File: config.mk
export PLATFORM = sky130hd
export DESIGN_NAME = fetch_unit
export DESIGN_NICKNAME = d
export VERILOG_FILES = /design/src/rtl/fetch_unit.sv
export SDC_FILE = /design/constraint.sdc
export NUM_CORES = 1
export LEC_CHECK = 0
export CAP_MARGIN = 15
export CELL_PAD_IN_SITES_DETAIL_PLACEMENT = 0
export CELL_PAD_IN_SITES_GLOBAL_PLACEMENT = 2
export CORE_MARGIN = 4
export CORE_UTILIZATION = 25
export CTS_CLUSTER_SIZE = 10
export DETAILED_ROUTE_END_ITERATION = 10
export PLACE_DENSITY_LB_ADDON = 0.1
export SLEW_MARGIN = 20
export SYNTH_ARGS = -nofsm -noshare
export SYNTH_HDL_FRONTEND = slang
export SYNTH_SLANG_ARGS = --single-unit
File: constraint.sdc
create_clock -name clk -period 1.75 [get_ports clk]
set_input_delay 0.35 -clock clk [delete_from_list [all_inputs] [get_ports clk]]
set_output_delay 0.35 -clock clk [all_outputs]
set_load 0.005 [all_outputs]
File: src/rtl/fetch_unit.sv
// Program counter / instruction register stage: issues imem reads on a req/ack
// handshake and latches the returned word. Optional FETCH_TIMEOUT_EN adds an ack timeout.
module fetch_unit #(
   parameter int unsigned DW      = 8,
   parameter int unsigned OPW     = 3,
   parameter int unsigned AW      = 5,
   parameter int unsigned TIMEOUT = 16
) (
   input  logic           clk,
   input  logic           rst,
   input  logic           memIns_en,
   input  logic           pc_en,
   input  logic           pc_load,
   input  logic           halt,
   output logic           imem_req,
   output logic [AW-1:0]  imem_addr,
   input  logic           imem_ack,
   input  logic [DW-1:0]  imem_rdata,
   output logic [OPW-1:0] opcode,
   output logic [AW-1:0]  operand,
   output logic [AW-1:0]  pc,
   output logic           ir_valid,
   output logic           busy,
   output logic           halted,
   output logic           fetch_err
);

   // Elaboration-time sanity on the field split and timeout depth.
   if (DW != OPW + AW) begin : g_bad_split
      $error("fetch_unit: DW must equal OPW+AW");
   end
   if (TIMEOUT < 1) begin : g_bad_timeout
      $error("fetch_unit: TIMEOUT must be at least 1");
   end

   typedef enum logic [1:0] {
      S_IDLE = 2'd0,
      S_REQ  = 2'd1,
      S_HALT = 2'd2
   } state_t;

   state_t          state_q, state_d;
   logic [AW-1:0]   pc_q, pc_d;
   logic [DW-1:0]   ir_q, ir_d;
   logic            ir_valid_q, ir_valid_d;
   logic            req_q, req_d;
   logic [AW-1:0]   addr_q, addr_d;
   logic            busy_q, busy_d;
   logic            halted_q, halted_d;
   logic            err_q, err_d;

`ifdef FETCH_TIMEOUT_EN
   localparam int unsigned CNT_W = $clog2(TIMEOUT + 1);
   logic [CNT_W-1:0] cnt_q, cnt_d;
`endif

   // State register and registered outputs.
   always_ff @(posedge clk) begin
      if (rst) begin
         state_q    <= S_IDLE;
         pc_q       <= '0;
         ir_q       <= '0;
         ir_valid_q <= 1'b0;
         req_q      <= 1'b0;
         addr_q     <= '0;
         busy_q     <= 1'b0;
         halted_q   <= 1'b0;
         err_q      <= 1'b0;
`ifdef FETCH_TIMEOUT_EN
         cnt_q      <= '0;
`endif
      end else begin
         state_q    <= state_d;
         pc_q       <= pc_d;
         ir_q       <= ir_d;
         ir_valid_q <= ir_valid_d;
         req_q      <= req_d;
         addr_q     <= addr_d;
         busy_q     <= busy_d;
         halted_q   <= halted_d;
         err_q      <= err_d;
`ifdef FETCH_TIMEOUT_EN
         cnt_q      <= cnt_d;
`endif
      end
   end

   // Next-state logic; halt beats every other event, HALT is only left through rst.
   always_comb begin
      state_d    = state_q;
      pc_d       = pc_q;
      ir_d       = ir_q;
      ir_valid_d = ir_valid_q;
      req_d      = req_q;
      addr_d     = addr_q;
      busy_d     = busy_q;
      halted_d   = halted_q;
      err_d      = err_q;
`ifdef FETCH_TIMEOUT_EN
      cnt_d      = cnt_q;
`endif

      if (state_q == S_HALT) begin
         state_d = S_HALT;
      end else if (halt) begin
         state_d  = S_HALT;
         req_d    = 1'b0;
         busy_d   = 1'b0;
         halted_d = 1'b1;
      end else begin
         unique case (state_q)
            S_IDLE: begin
               if (memIns_en) begin
                  addr_d     = pc_q;
                  req_d      = 1'b1;
                  ir_valid_d = 1'b0;
                  busy_d     = 1'b1;
                  state_d    = S_REQ;
`ifdef FETCH_TIMEOUT_EN
                  cnt_d      = '0;
`endif
               end
               // The fetch above already captured the old PC.
               if (pc_load) begin
                  pc_d = ir_q[AW-1:0];
               end else if (pc_en) begin
                  pc_d = pc_q + AW'(1);
               end
            end
            S_REQ: begin
               if (imem_ack) begin
                  ir_d       = imem_rdata;
                  ir_valid_d = 1'b1;
                  req_d      = 1'b0;
                  busy_d     = 1'b0;
                  state_d    = S_IDLE;
               end
`ifdef FETCH_TIMEOUT_EN
               else if (cnt_q == CNT_W'(TIMEOUT - 1)) begin
                  // Expired: hand control an all-zero word, which decodes as HALT.
                  ir_d       = '0;
                  ir_valid_d = 1'b1;
                  err_d      = 1'b1;
                  req_d      = 1'b0;
                  busy_d     = 1'b0;
                  state_d    = S_IDLE;
               end else begin
                  cnt_d = cnt_q + CNT_W'(1);
               end
`endif
            end
            default: begin
               state_d = S_IDLE;
               req_d   = 1'b0;
               busy_d  = 1'b0;
            end
         endcase
      end
   end

   assign imem_req  = req_q;
   assign imem_addr = addr_q;
   assign opcode    = ir_q[DW-1 -: OPW];
   assign operand   = ir_q[AW-1:0];
   assign pc        = pc_q;
   assign ir_valid  = ir_valid_q;
   assign busy      = busy_q;
   assign halted    = halted_q;
`ifdef FETCH_TIMEOUT_EN
   assign fetch_err = err_q;
`else
   assign fetch_err = 1'b0;
   logic unused_err;
   assign unused_err = err_q;
`endif

endmodule
==> metrics.txt <==
Via Count 904; Initial DRC Count 32; Final Util 0.3816; total CTS buffers 3; Synth cell types 34; fin crit share 0.9311; FF+latch count, synth 23; sequential share of the synthesized area 0.4461; dpl ws -0.1572 ns; vias in the first global route between 800 and 900; Critical path destination pc[0]$_SDFFE_PP0P_; Max Slew Vio Count 0; post-synthesis xor/xnor area fraction 0; Worst Clk Skew roughly 0.0077 ns; drt wl/cell 12.88 um; VDD IR-drop max about 0.28 mV; Via density roughly 4.5; Diodes inserted 0; I/O Buffers 36; Data required, critical path 1.94 ns; DRT Pass-1 Iters 4; RSZ-0062 raised after global routing false; global-route wire length before repair 4284 um; Cell Pwr Density 655.7 nW/um^2; Clk Latency, worst-skew pair between 0.2 and 0.3 ns; post-synthesis mux area share 0.1358; Worst R2R Start state_q[1]$_SDFFE_PP0P_; row count 23; Final nets 167; initial antenna violation count 0; Critical Path AT roughly 1.8 ns; min cycle time layout approximately 1.6 ns; clk root buf clkbuf_8; Simple-Gate Fraction of Synth Area 0.1794; Hold Vio Cnt, Final 0; Clock Tree Buf Depth 2; GRT Total Usage 0.1040; Ys Warns 0; Placer Congestion just under 0.8; Setup TNS 0 ns; setup ws final between 0.1 and 0.15 ns; final setup fails 0; endpoint of the worst-slack reg-to-reg timing path pc[0]$_SDFFE_PP0P_; Pwr Total 1.001 mW; antenna viol nets, final 0; Setup crit start halt; P_leak about 0.54 nW; Hold Path Class reg -> reg; die area 5221 sq um; post_cts resized 0; commonest non-fill, non-tap cell in the layout clkdlybuf4s50_1; critical path class in -> reg; die height around 72 um; largest net degree at the start of global routing 14; post-synthesis area per instance roughly 9.4 sq um; Mapped Nets 126; io pins 38; Worst Reg2Reg Path Length in Cells 3; H-tree depth 1; Final HPWL DP between 1500 and 2000 um; Filler cells just over 400; adder-cell share of the synthesized area 0.01212; clock-pin transition on the worst setup and hold timing paths 0.08 ns; number of max-cap violations 0; Post-Route WL roughly 2600 um; Initial Util 0.2581; largest family of logic cells by synthesized area simple AND/OR/NAND/NOR gates; Sink Count 23; reg2reg setup slack 0.25 ns; Gate Count Post-Synth 110; CP max FO 9; startpoint type of the worst setup path primary input; Core Area 4000 sq um; WHS Path Cells 2; Die Span X between 70 and 80 um; outcome finished clean; commonest non-fill, non-tap cells in the layout 36 x clkdlybuf4s50_1, 23 x dfxtp_1, 17 x nor2_1; layout cells sized above 1 0.1133; number of remaining DRC errors 0; setup bufs post-CTS 0; area grow syn2layout 47.88%; CTS Hold Buffers Added 0; Worst Setup End Kind flop; CTS tree done; Peak Freq around 0.61 GHz; Synth Cell Area a little over 1000 sq um; gr ovfl total 0; Compound-Gate Fraction of Synth Area 0.1515
==> metal layers <==
metal,vias up,part of all wire,global-route usage
li1,465,-,-
met1,417,0.46,0.1371
met3,2,0.054,0.02355
met5,-,0,0
met4,0,0.0074,0.03132
met2,20,0.48,0.1689
==> Yosys cell counts (all sizes together) <==
master / number / area, sq um
nor4b: 1 / 15.01
dfxtp: 23 / 460.4
ha: 1 / 12.51
o21ai: 5 / 25.02
o41ai: 1 / 8.760
nor2: 17 / 63.81
a31oi: 3 / 18.77
and4bb: 1 / 12.51
or4: 1 / 7.510
a21oi: 5 / 25.02
nand2b: 3 / 18.77
o31a: 2 / 17.52
nor3b: 1 / 7.510
mux2i: 14 / 140.1
conb: 1 / 3.750
nand2: 2 / 7.510
o221a: 1 / 11.26
or3: 3 / 18.77
inv: 3 / 11.26
nor2b: 1 / 6.260
clkbuf: 4 / 16.26
a22oi: 1 / 7.510
or2b: 1 / 7.510
a2111oi: 1 / 8.760
buf: 6 / 46.28
nor3: 1 / 5.000
o311ai: 3 / 26.28
nand3: 3 / 15.01
o31ai: 1 / 7.510
==> how the worst min path moves through the flow <==
stage / start / end
2_1_floorplan: rst / pc[2]$_SDFFE_PP0P_
3_3_place_gp: halted$_SDFFE_PP0P_ / halted$_SDFFE_PP0P_
3_5_place_dp: halted$_SDFFE_PP0P_ / halted$_SDFFE_PP0P_
4_1_cts: halted$_SDFFE_PP0P_ / halted$_SDFFE_PP0P_
5_1_grt: ir_valid$_SDFFE_PP0P_ / ir_valid$_SDFFE_PP0P_
6_report: halted$_SDFFE_PP0P_ / halted$_SDFFE_PP0P_
==> critical path, stage by stage <==
cell and delay (ns):
clkdlybuf4s50_1 0.42, or3_1 0.46, or4_1 0.44, a31oi_1 0.16
==> state kept, by name, summed over array words and instances, names as in the netlist <==
register	flops
busy	1
halted	1
pc	5
state_q	2
ir_valid	1
imem_addr	5
ir_q	8
==> kinds of logic after synthesis <==
family / Yosys count
mux: 14
compound gates: 23
fa+ha+maj: 1
flops: 23
other cells: 1
simple gates: 35
buf+inv: 13
==> area by class of cell <==
class,count,area [sq um],area share
Clock buffer,3,41.29,0.02705
Sequential cell,23,460.4,0.3016
Timing Repair Buffer,46,447.9,0.2934
Clock inverter,1,5.005,0.003279
Multi-Input combinational cell,74,498.0,0.3262
Inverter,3,11.26,0.007377
Tap cell,50,62.56,0.04098
==> per-stage QoR <==
stage / hold WS (ns) / area (sq um) / std cells
floorplan: 0.4547 / 1032 / 110
global placement: 0.4615 / 1480 / 196
detailed placement: 0.4625 / 1480 / 196
CTS: 0.4819 / 1526 / 200
global route: 0.5376 / 1526 / 200
finish: 0.4741 / 1526 / 200
==> report_power, final <==
part / switching (mW) / internal (mW) / total (mW) / leakage [nW]
clock: 0.170 / 0.159 / 0.328 / 0.0255
sequential: 0.00818 / 0.533 / 0.541 / 0.186
combinational: 0.0554 / 0.0761 / 0.132 / 0.331
Power figures use the tool's default switching activity.
